## src/rtl/bcd_stream_divisibility.sv

```systemverilog
`default_nettype none
//==============================================================================
// bcd_stream_divisibility - MSD-first BCD digit stream, running remainder
// modulo DIVISOR, result returned over a valid/ready handshake.
// Rev 1.0
//==============================================================================
module bcd_stream_divisibility #(
    parameter int DIVISOR    = 11,
    parameter int REM_W      = 7,
    parameter int MAX_DIGITS = 8,
    localparam int CNT_W     = $clog2(MAX_DIGITS + 1)
) (
    input  logic             clk,
    input  logic             rst,
    input  logic             digit_valid,
    output logic             digit_ready,
    input  logic [3:0]       digit,
    input  logic             digit_last,
    output logic             result_valid,
    input  logic             result_ready,
    output logic             divisible,
    output logic [REM_W-1:0] remainder,
    output logic             bcd_error,
    output logic             overflow,
    output logic [CNT_W-1:0] digit_count
);

    typedef enum logic [1:0] {
        S_IDLE  = 2'd0,
        S_ACCUM = 2'd1,
        S_DONE  = 2'd2
    } state_t;

    state_t           state_q, state_d;
    logic [REM_W-1:0] rem_q, rem_d;
    logic [CNT_W-1:0] cnt_q, cnt_d;
    logic             err_q, err_d;
    logic             ovf_q, ovf_d;
    logic             div_q, div_d;

    logic             w_accept;
    logic             w_bad;
    logic [3:0]       w_dval;
    logic [9:0]       w_base;
    logic [9:0]       w_sum;
    logic [REM_W-1:0] w_rem;
    logic             w_cnt_full;

    generate
        if (DIVISOR < 2 || DIVISOR > 99 || (1 << REM_W) < DIVISOR || MAX_DIGITS < 1) begin : g_bad_params
            $error("bcd_stream_divisibility: illegal DIVISOR/REM_W/MAX_DIGITS");
        end
    endgenerate

    assign digit_ready = (state_q != S_DONE);
    assign w_accept    = digit_valid && digit_ready;
    assign w_bad       = (digit > 4'd9);
    assign w_dval      = w_bad ? 4'd0 : digit;

    // A fresh frame starts from a zero base, so IDLE and ACCUM share one reducer.
    assign w_base      = (state_q == S_IDLE) ? 10'd0 : 10'(rem_q);
    assign w_sum       = w_base * 10'd10 + 10'(w_dval);
    assign w_rem       = REM_W'(w_sum % 10'(DIVISOR));
    assign w_cnt_full  = (cnt_q == CNT_W'(MAX_DIGITS));

    always_comb begin
        state_d = state_q;
        rem_d   = rem_q;
        cnt_d   = cnt_q;
        err_d   = err_q;
        ovf_d   = ovf_q;
        div_d   = div_q;
        case (state_q)
            S_IDLE: begin
                if (w_accept) begin
                    rem_d   = w_rem;
                    cnt_d   = CNT_W'(1);
                    err_d   = w_bad;
                    ovf_d   = 1'b0;
                    div_d   = (w_rem == '0) && !w_bad;
                    state_d = digit_last ? S_DONE : S_ACCUM;
                end
            end
            S_ACCUM: begin
                if (w_accept) begin
                    rem_d   = w_rem;
                    cnt_d   = w_cnt_full ? cnt_q : cnt_q + CNT_W'(1);
                    err_d   = err_q | w_bad;
                    ovf_d   = ovf_q | w_cnt_full;
                    div_d   = (w_rem == '0) && !(err_q | w_bad);
                    state_d = digit_last ? S_DONE : S_ACCUM;
                end
            end
            S_DONE: begin
                if (result_ready) begin
                    state_d = S_IDLE;
                end
            end
            default: begin
                state_d = S_IDLE;
            end
        endcase
    end

    always_ff @(posedge clk or posedge rst) begin
        if (rst) begin
            state_q <= S_IDLE;
            rem_q   <= '0;
            cnt_q   <= '0;
            err_q   <= 1'b0;
            ovf_q   <= 1'b0;
            div_q   <= 1'b0;
        end else begin
            state_q <= state_d;
            rem_q   <= rem_d;
            cnt_q   <= cnt_d;
            err_q   <= err_d;
            ovf_q   <= ovf_d;
            div_q   <= div_d;
        end
    end

    assign result_valid = (state_q == S_DONE);
    assign divisible    = div_q;
    assign remainder    = rem_q;
    assign bcd_error    = err_q;
    assign overflow     = ovf_q;
    assign digit_count  = cnt_q;

endmodule
`default_nettype wire

```

## config.mk

```make
export PLATFORM = sky130hd
export DESIGN_NAME = bcd_stream_divisibility
export DESIGN_NICKNAME = d
export VERILOG_FILES = /design/src/rtl/bcd_stream_divisibility.sv
export SDC_FILE = /design/constraint.sdc
export NUM_CORES = 1
export LEC_CHECK = 0
export CORE_ASPECT_RATIO = 0.7
export CORE_UTILIZATION = 30
export CTS_CLUSTER_SIZE = 28
export DETAILED_ROUTE_END_ITERATION = 10
export PLACE_DENSITY_LB_ADDON = 0.08
export SKIP_LAST_GASP = 1
export SYNTH_ARGS = -nofsm -noshare
export SYNTH_HDL_FRONTEND = slang
export SYNTH_SLANG_ARGS = --single-unit
export TNS_END_PERCENT = 30
```

## constraint.sdc

```tcl
create_clock -name clk -period 13.36 [get_ports clk]
set_input_delay 2.672 -clock clk [delete_from_list [all_inputs] [get_ports clk]]
set_output_delay 2.672 -clock clk [all_outputs]
set_load 0.01 [all_outputs]
```

# After elaboration in Yosys (flattened, before gate mapping)
# Index checks and enable logic that the tools add are counted.
# Widths: inputs -> output; s select.
[word_totals]
inputBits = 9
elab_cells = 54
ff_bits = 16
output_inout_bits = 16
[op_classes]
div_mod_pow = 1
n_mux = 19
reduce_logical = 13
n_eq_ne = 9
n_mul = 1
n_lt_le_gt_ge = 1
bitwise = 2
add_sub_neg = 2
[op_table]
columns = ["op", "count"]
rows = [
  ["$mux 4", 4],
  ["$add 10x4->10", 1],
  ["$mod 10x4->10 const B", 1],
  ["$mul 7x3->9 const B", 1],
  ["$ne 2x2->1 const B", 4],
  ["$pmux 4 s2", 1],
  ["$logic_not 7->1", 1],
  ["$mux 7", 1],
  ["$mux 1", 6],
  ["$mux 2", 3],
  ["$pmux 1 s2", 3],
  ["$add 4x1->4 const B", 1],
  ["$eq 4x4->1 const B", 1],
  ["$gt 4x4->1 const B", 1],
  ["$ne 2x1->1 const B", 2],
  ["$pmux 2 s2", 1],
  ["$reduce_and 2->1", 2],
  ["$reduce_and 4->1", 1],
  ["$logic_and 1x1->1", 3],
  ["$reduce_and 3->1", 1],
  ["$eq 2x1->1 const B", 1],
  ["$eq 2x2->1 const B", 1],
  ["$logic_not 1->1", 2],
  ["$logic_not 2->1", 1],
  ["3 further kinds", 4],
]

# Longest topological paths before layout
# Gate-level depths: netlist of the first run.
[logic_depth]
word_depth = 9
depth_mapped = 33
ltp_nobuf = 28

# Worst setup path before layout of the first run
# OpenSTA, ideal clock, no wires.
[synth_timing]
path_kind = "input port to flip-flop"
from = "in digit[2]"
to = "reg div_q, in the netlist divisible"
path_slack_ps = 5103
required_ps = 13256
path_stages = 28
arrival_ps = 8154
path_buffers = 3
setup_ps = 104
path_cell_list = "nor2b_1 -> buf_2 -> xor2_1 -> ha_1 -> a21o_1 -> a31o_2 -> and2_1 -> xor2_1 -> clkbuf_1 -> nor4_1 -> o311ai_0 -> nand4_1 -> a21oi_4 -> buf_2 -> o21ai_0 -> a21oi_1 -> a31oi_1 -> ha_1 -> or4_4 -> a21oi_4 -> o21ai_2 -> xor2_1 -> ha_1 -> inv_1 -> a21o_1 -> nand2_1 -> mux2i_1 -> o41ai_2"
[synth_between]
elab_chain_cells = 8
word_cells_on_any_way = 13
classes_between = "add/sub: 1; div: 1; order compare: 1; mux: 4; bitwise: 1; reduce/logical: 5"
[synth_rtl]
columns = ["item", "line", "rtl"]
rows = [
  ["start, declared", "17", "input logic [3:0] digit,"],
  ["$gt 4x4->1", "57", "assign w_bad = (digit > 4'd9);"],
  ["$mux 4", "58", "assign w_dval = w_bad ? 4'd0 : digit;"],
  ["$add 10x4->10", "62", "assign w_sum = w_base * 10'd10 + 10'(w_dval);"],
  ["$mod 10x4->10", "63", "assign w_rem = REM_W'(w_sum % 10'(DIVISOR));"],
  ["$logic_not 7->1", "80, 90", ""],
  ["$logic_and 1x1->1, on equally long branches", "90, 80", ""],
  ["$mux 1, on equally long branches", "85, 75", ""],
  ["$pmux 1 s2 (*)", "73", "case (state_q)"],
  ["end signal, assigned", "119", "div_q <= div_d;"],
  ["end, declared", "39", "logic div_q, div_d;"],
]
# Mark *: on every way between the ends. The rest lies on a longest branch, timed or not. The select of a mux whose other input is x is not followed.
# A chain may end at the register's enable or synchronous reset.

# Worst setup path after layout of the first run
# Ends and elaborated chain as after synthesis.

==> results of run 1 <==
stage by stage:
| step | worst slack [ns] | std cells | cell area, um2 | hold WS [ns] | utilization |
|---|---|---|---|---|---|
| floorplan | 5.10 | 428 | 3230 | 0.478 | - |
| global placement | 3.64 | 558 | 3510 | 0.481 | 0.337 |
| detailed placement | 3.55 | 558 | 3510 | 0.473 | 0.337 |
| CTS | 3.80 | 562 | 3600 | 0.491 | 0.346 |
| global route | 3.15 | 562 | 3600 | 0.521 | 0.346 |
| finish | 3.67 | 562 | 3600 | 0.489 | 0.346 |
flip-flops by register name (all words and copies together) (netlist names):
name	cells
remainder	7
state_q	2
digit_count	4
overflow	1
bcd_error	1
divisible	1
layout make-up:
class | count | area (um2)
clock buffer | 4 | 88.8
inverter | 11 | 41.3
sequential | 16 | 400
timing repair buffer | 31 | 293
tap | 132 | 165
fill | 1133 | 6800
multi-input combinational | 368 | 2610
synthesized netlist by cell type (all sizes together), types with 6 or more instances:
cell type and instances:
xnor2 15, a21oi 29, a21o 8, nor4 8, buf 18, clkbuf 15
nor3 16, nand4 8, dfrtp 16, ha 16, xor2 11, nand3 25
nor2b 9, o21ai 38, inv 11, nor2 32, o211ai 11, a31oi 9
a211oi 6, nand2 41
cells by family (layout without fill, tap and decap cells):
| kind of cell | count (synthesis) | after routing | synth area share |
|---|---|---|---|
| xor+xnor | 28 | 28 | 0.100 |
| buf+inv | 44 | 46 | 0.0697 |
| simple gates | 158 | 158 | 0.247 |
| mux | 6 | 6 | 0.0228 |
| flops | 16 | 16 | 0.124 |
| compound gates | 157 | 157 | 0.363 |
| fa+ha+maj | 19 | 19 | 0.0743 |
layer usage:
layer / GRT usage / wire (um)
met1: 0.285 / 5500
met5: 0 / 0
met4: 0.0164 / 17
met3: 0.0278 / 602
met2: 0.259 / 3960
path summary, 6_finish.rpt:
check	from	end	slack, ns	cells past startpoint
max	digit[2]	divisible	3.67	25
min	divisible	divisible	0.49	2
min in group asynchronous	rst	remainder[6]	2.83	2
max in group asynchronous	rst	state_q[0]	10.08	2
max reg2reg	state_q[0]	divisible	5.01	26
min reg2reg	divisible	divisible	0.49	2
worst max-delay path, stage by stage:
cell and delay (ns):
clkdlybuf4s50_1 0.49, nor2b_1 0.51, xor2_1 0.15, ha_1 0.24
a21o_1 0.17, a31o_2 0.25, and4_4 0.20, xnor3_1 0.96
o211ai_1 0.26, a21oi_1 0.51, o31a_1 0.45, o21ai_0 0.17
a21oi_1 0.17, a31oi_1 0.10, ha_1 0.26, maj3_1 0.37
a221oi_2 0.40, o21ai_2 0.16, xor2_1 0.26, ha_1 0.26
inv_1 0.05, a21o_1 0.19, nand2_1 0.16, mux2i_1 0.11
o41ai_2 0.30
==> results by group, run 1 <==
Outcome
  • Status: completed

Worst hold path
  • Hold Crit Class: reg2reg

Clocking
  • TritonCTS Buffers: 3
  • H-Tree Depth: 1
  • CTS tree: done
  • Setup Buffers After CTS: 0
  • Clock net sink count: 16
  • Clock transition at path regs: 0.05 ns
  • Root buffer cell: clkbuf_16
  • Clock Latency Late Sink: 0.25 ns
  • Clock Path Buffers: 2
  • Hold Buf Count CTS: 0
  • CTS resizes: 0

STA
  • Final setup viols: 0
  • Tcrit/Tclk final: 0.725
  • Unrepaired setup endpoints after global routing: no
  • Minimum clock period: roughly 9.7 ns
  • Final setup TNS: 0 ns
  • Worst-Margin Slew: 1.01 ns
  • Final Max Slew Viols: 0
  • Slew HR: 0.327
  • F_max: a little over 0.1 GHz
  • Clock skew: 0.00200 ns
  • Final hold vios: 0

Drt
  • DRT iter0 DRCs: between 200 and 300
  • Routed vias: 3367
  • Vias/cell: around 6
  • Drt first pass iters: 4
  • Routed Antenna Nets: 0
  • Routed wire length per instance: 17.9 um
  • DRC errors left: 0
  • Final WL: 10100 um

Floorplanning
  • Chip height: 88.9 um
  • Die Area: 11200 um2
  • Width of the die: roughly 130 um
  • Top Ports: 25
  • Row count: 31
  • Total core area: 10400 um2
  • Initial Utilization: 0.311

Placement
  • Number of I/O port buffers: 24
  • Gpl congestion: 0.819
  • HPWL Detailed: 7430 um

Yosys
  • Mapped Cells: 428
  • YS warnings: 0
  • Syn Area/Cell: ~7.6 um2
  • Post-synth top area share: 0.124
  • Asr flop ratio synth: 1.00
  • #FFs+latches synth: 16
  • Netlist cell types: 81
  • Syn Nets: 454
  • Dominant cell type by area after synthesis: dfrtp_1
  • Post-synthesis sequential area ratio: 0.124
  • Cell area after synthesis: 3230 um2
  • EDFF count, synth: 0
  • Synth top area cells: dfrtp_1 12%, ha_1 6.2%, nand2_1 4.6%, o21ai_0 4.5%, a21oi_1 3.9%
  • Post-synth top flop: dfrtp_1

Final layout
  • Share of layout cells above drive strength 1: 0.107
  • Final net count: 457
  • Leading cell types in the layout, fill and taps excluded: 40 x nand2_1, 29 x nor2_1, 29 x o21ai_0
  • Most common cell after layout, fill and taps aside: nand2_1
  • Count of antenna diodes in the layout: 0
  • Synth-to-Final Area Change: 11.2%

Critical path
  • CP Capture Type: register
  • CP Class: in2reg
  • Startpoint types: input port
  • Req. time, crit path: 13.51 ns
  • Critical Path Fanout Max: 29
  • Crit path DAT: 9.84 ns

Run
  • MaxCap Viol Count: 0

Global routing
  • Largest net degree at the start of global routing: 30
  • Number of global-route vias before repair: 3041
  • GRT Total Usage: 0.181
  • First-pass GRT wire length: 16200 um
  • Initial antenna violation count: 0
  • Congestion Overflow GR: 0
Power of run 1 is left out: the tool's default activity adds up to more than one toggle a clock period on the data nets, which glitch-free logic cannot reach.
==> run 2: changes to the inputs <==
==> constraint.sdc (replaced) <==
create_clock -name clk -period 9.58 [get_ports clk]
set_input_delay 1.916 -clock clk [delete_from_list [all_inputs] [get_ports clk]]
set_output_delay 1.916 -clock clk [all_outputs]
set_load 0.01 [all_outputs]
==> run 2 against run 1 <==
Non-clock buffer count rose by 2. Critical path type unchanged. Routed wire length is 1.0% lower. Highest routed layer unchanged. Final area is essentially flat. Count of clock-buffer cells in the layout decreased by 1.
==> results by group, run 2 (synthesis gave the netlist of run 1 again) <==
Outcome
  • Status: completed

Final layout
  • Filler cell count: 1124
  • Leading cell types in the layout, fill and taps excluded: 40 x nand2_1, 29 x nor2_1, 29 x o21ai_0
  • Area of the multi-input gates: 2610 um2
  • Count of antenna diodes in the layout: 0
  • Most common cell after layout, fill and taps aside: nand2_1
  • Seq. cell area: between 400 and 500 um2
  • Share of layout cells above drive strength 1: 0.109
  • Max FFs per register: 7
  • Final net count: around 460
  • Synth-to-Final Area Change: 11.3%

Critical path
  • Critical path buffers and inverters: 3
  • Critical Path Fanout Max: 21
  • CP Class: in2reg
  • Largest incremental delay on the critical path: 0.79 ns
  • Req. time, crit path: 9.73 ns
  • Slowest-stage cell, CP: xnor3_1
  • Top delay family on crit path: compound AO/OA/AOI/OAI gates
  • Reg-to-Reg Start: state_q[0]
  • Most frequent cell on the critical path: ha_1
  • Startpoint types: input port
  • Critical Path Start: digit[2]
  • Crit path DAT: slightly below 9 ns
  • CP Capture Type: register

Clocking
  • CTS tree: done
  • Clock Path Buffers: 2
  • Setup Buffers After CTS: 0
  • Clock net sink count: 16
  • Root buffer cell: clkbuf_16
  • Clock transition at path regs: roughly 0.04 ns
  • TritonCTS Buffers: 3
  • CTS resizes: 0
  • Clock Latency Late Sink: 0.25 ns
  • Hold Buf Count CTS: 0
  • H-Tree Depth: 1

Drt
  • Routed wire length per instance: ~18 um
  • DRT iter0 DRCs: about 360
  • Final WL: approximately 10000 um
  • Routed vias: 3329
  • Routed Antenna Nets: 0
  • Vias/cell: 5.91
  • Drt first pass iters: 5
  • DRC errors left: 0

STA
  • Worst-Margin Slew: about 0.99 ns
  • Clock skew: around 0.0072 ns
  • Final Max Slew Viols: 0
  • Final setup viols: 0
  • Minimum clock period: between 8 and 9 ns
  • Unrepaired setup endpoints after global routing: no
  • Final hold vios: 0
  • Slew HR: 0.340
  • Final setup TNS: 0 ns
  • F_max: 0.115 GHz
  • Tcrit/Tclk final: 0.912

Global routing
  • Initial antenna violation count: 0
  • GRT Total Usage: 0.183
  • First-pass GRT wire length: 16300 um
  • Number of global-route vias before repair: about 3000
  • Congestion Overflow GR: 0
  • Largest net degree at the start of global routing: 26

Floorplanning
  • Die Area: 11200 um2
  • Total core area: between 10000 and 15000 um2
  • Initial Utilization: 0.311
  • Chip height: 88.9 um
  • Width of the die: 126 um
  • Row count: 31
  • Top Ports: 25

Placement
  • HPWL Detailed: 7610 um
  • Number of I/O port buffers: 24
  • Gpl congestion: 0.806

Run
  • MaxCap Viol Count: 0

Worst hold path
  • Hold_sp: divisible
  • Hold Crit Class: reg2reg
[run 2: final cells by class]
type                       instances  share of cell area
sequential                        16               0.111
tap                              132              0.0459
clock buffer                       3              0.0209
multi-input combinational        368               0.725
inverter                          11              0.0115
timing repair buffer              33              0.0856
[run 2: tightest hold or removal path, cell delays in order, from the launching register on]
cell and delay (ns):
dfrtp_1 0.34, nand2_1 0.06, o41ai_2 0.04
[run 2: worst paths after layout]
check | end | slack (ns) | cells after the start
worst max-delay path | divisible | 0.85 | 26
worst min-delay path | divisible | 0.48 | 2
worst max register to register | divisible | 1.49 | 28
worst min register to register | divisible | 0.48 | 2
max in group asynchronous | remainder[1] | 7.11 | 2
min in group asynchronous | remainder[6] | 2.05 | 2
[run 2: stage by stage]
step / hold WS [ns] / util / instance area [um2] / worst slack [ns] / cells
3_3_place_gp: 0.478 / 0.339 / 3520 / 0.791 / 560
6_report: 0.479 / 0.346 / 3600 / 0.847 / 563
2_1_floorplan: 0.478 / - / 3230 / 2.08 / 428
3_5_place_dp: 0.478 / 0.339 / 3520 / 0.655 / 560
5_1_grt: 0.525 / 0.346 / 3600 / 0.260 / 563
4_1_cts: 0.488 / 0.346 / 3600 / 0.877 / 563
[run 2: routing by layer]
layer / share of wire / GRT usage / vias up
li1: - / - / 1642
met1: 0.54 / 0.283 / 1590
met2: 0.40 / 0.267 / 89
met3: 0.049 / 0.0242 / 8
met4: 0.0072 / 0.0318 / 0
met5: 0 / 0 / -
Power of run 2 is left out for the same reason.
==> run 3: changes to the inputs <==
--- a/config.mk
+++ b/config.mk
@@ -6,7 +6,7 @@
 export NUM_CORES = 1
 export LEC_CHECK = 0
 export CORE_ASPECT_RATIO = 0.7
-export CORE_UTILIZATION = 30
+export CORE_UTILIZATION = 40
 export CTS_CLUSTER_SIZE = 28
 export DETAILED_ROUTE_END_ITERATION = 10
 export PLACE_DENSITY_LB_ADDON = 0.08
==> run 3 against run 2 <==
Count of clock-buffer cells in the layout rose by 1. Sequential cell count did not move. Global-route usage rose by 4.2 points. Register-to-register slack got worse by 0.20 ns. Sequential share of layout area rose by 0.10 points. Worst setup slack got worse by 0.14 ns.
==> results by group, run 3 (synthesis gave the netlist of run 1 again) <==
Final layout
  • Area of the multi-input gates: around 2600 um2
  • Leading cell types in the layout, fill and taps excluded: 40 x nand2_1, 29 x nor2_1, 29 x o21ai_0
  • Most common cell after layout, fill and taps aside: nand2_1
  • Filler cell count: 779
  • Seq. cell area: 400 um2
  • Final net count: 458
  • Share of layout cells above drive strength 1: 0.109
  • Synth-to-Final Area Change: 10.3%
  • Max FFs per register: 7
  • Final Core Density: 0.455
  • Count of antenna diodes in the layout: 0

Global routing
  • GRT Total Usage: 0.225
  • First-pass GRT wire length: 15200 um
  • Congestion Overflow GR: 0
  • Number of global-route vias before repair: between 2000 and 3000
  • Largest net degree at the start of global routing: 30
  • Initial antenna violation count: 0

Clocking
  • Root buffer cell: clkbuf_16
  • Clock Path Buffers: 2
  • TritonCTS Buffers: 3
  • Clock Latency Late Sink: roughly 0.25 ns
  • CTS resizes: 0
  • CTS tree: done
  • Clock transition at path regs: 0.05 ns
  • Hold Buf Count CTS: 0
  • H-Tree Depth: 1
  • Clock net sink count: 16
  • Setup Buffers After CTS: 0

Drt
  • Final WL: 9340 um
  • Routed vias: 3347
  • DRT iter0 DRCs: 367
  • Routed wire length per instance: 17.6 um
  • DRC errors left: 0
  • Drt first pass iters: 5
  • Routed Antenna Nets: 0
  • Vias/cell: 6.29

Floorplanning
  • Chip height: 77.2 um
  • Top Ports: 25
  • Initial Utilization: 0.413
  • Die Area: 8450 um2
  • Row count: 27
  • Total core area: 7840 um2
  • Width of the die: 109 um

STA
  • Final Max Slew Viols: 0
  • Clock skew: 0.00253 ns
  • Tcrit/Tclk final: 0.926
  • Minimum clock period: between 8 and 9 ns
  • Worst-Margin Slew: 0.981 ns
  • Final setup TNS: 0 ns
  • F_max: 0.113 GHz
  • Unrepaired setup endpoints after global routing: no
  • Final setup viols: 0
  • Slew HR: 0.346
  • Final hold vios: 0

Critical path
  • Critical path endpoint: divisible
  • CP Class: in2reg
  • Reg-to-Reg Start: state_q[0]
  • Reg2Reg Depth: 26
  • Largest incremental delay on the critical path: just over 0.9 ns
  • Most frequent cell on the critical path: ha_1
  • Slowest-stage cell, CP: xnor3_1
  • FF-to-FF setup slack: 1.29 ns
  • R2r endpoint: divisible
  • Crit path DAT: 9.01 ns
  • CP Capture Type: register
  • Startpoint types: input port
  • Critical path depth: 26
  • Top delay family on crit path: compound AO/OA/AOI/OAI gates
  • Req. time, crit path: 9.72 ns
  • Critical Path Start: digit[2]
  • Critical Path Fanout Max: 29
  • Critical path buffers and inverters: 3

Run
  • MaxCap Viol Count: 0

Placement
  • Gpl congestion: 0.877
  • HPWL Detailed: between 6000 and 7000 um
  • Number of I/O port buffers: 24

Outcome
  • Status: completed

Worst hold path
  • Hold Crit Class: reg2reg
[run 3: cell types whose count changed in the layout (fill, tap and decap cells not counted)]
cell      delta
clkbuf_8     +1
buf_4        -1
[run 3: worst min-delay path by stage]
stage | from | end | slack, ns | depth (start not counted)
floorplan | state_q[1] | state_q[0] | 0.48 | 1
global placement | divisible | divisible | 0.49 | 2
detailed placement | divisible | divisible | 0.47 | 2
CTS | divisible | divisible | 0.50 | 2
global route | divisible | divisible | 0.51 | 2
finish | divisible | divisible | 0.49 | 2
[run 3: area by class of cell]
type / instances / share of cell area
multi-input combinational: 368 / 0.731
clock buffer: 4 / 0.0249
sequential: 16 / 0.112
tap: 101 / 0.0355
inverter: 11 / 0.0116
timing repair buffer: 32 / 0.0842
[run 3: layer usage]
metal  GRT usage  part of all wire  up-vias
li1            -                 -     1651
met1       0.368              0.51     1548
met5           0                 0        -
met2       0.302              0.40      141
met3      0.0425             0.088        7
met4      0.0213            0.0041        0
[run 3: worst min-delay path, cell delays in order, from the launching register on]
cell and delay, ns:
dfrtp_1 0.35, nand2_1 0.06, o41ai_2 0.05
[run 3: through the flow]
step / worst slack [ns] / area, um2 / std cells / hold slack [ns]
2_1_floorplan: 2.08 / 3230 / 428 / 0.478
3_3_place_gp: 0.625 / 3480 / 528 / 0.486
3_5_place_dp: 0.532 / 3480 / 528 / 0.472
4_1_cts: 0.773 / 3560 / 532 / 0.496
5_1_grt: 0.176 / 3560 / 532 / 0.512
6_report: 0.711 / 3560 / 532 / 0.493
Power of run 3 is left out for the same reason.
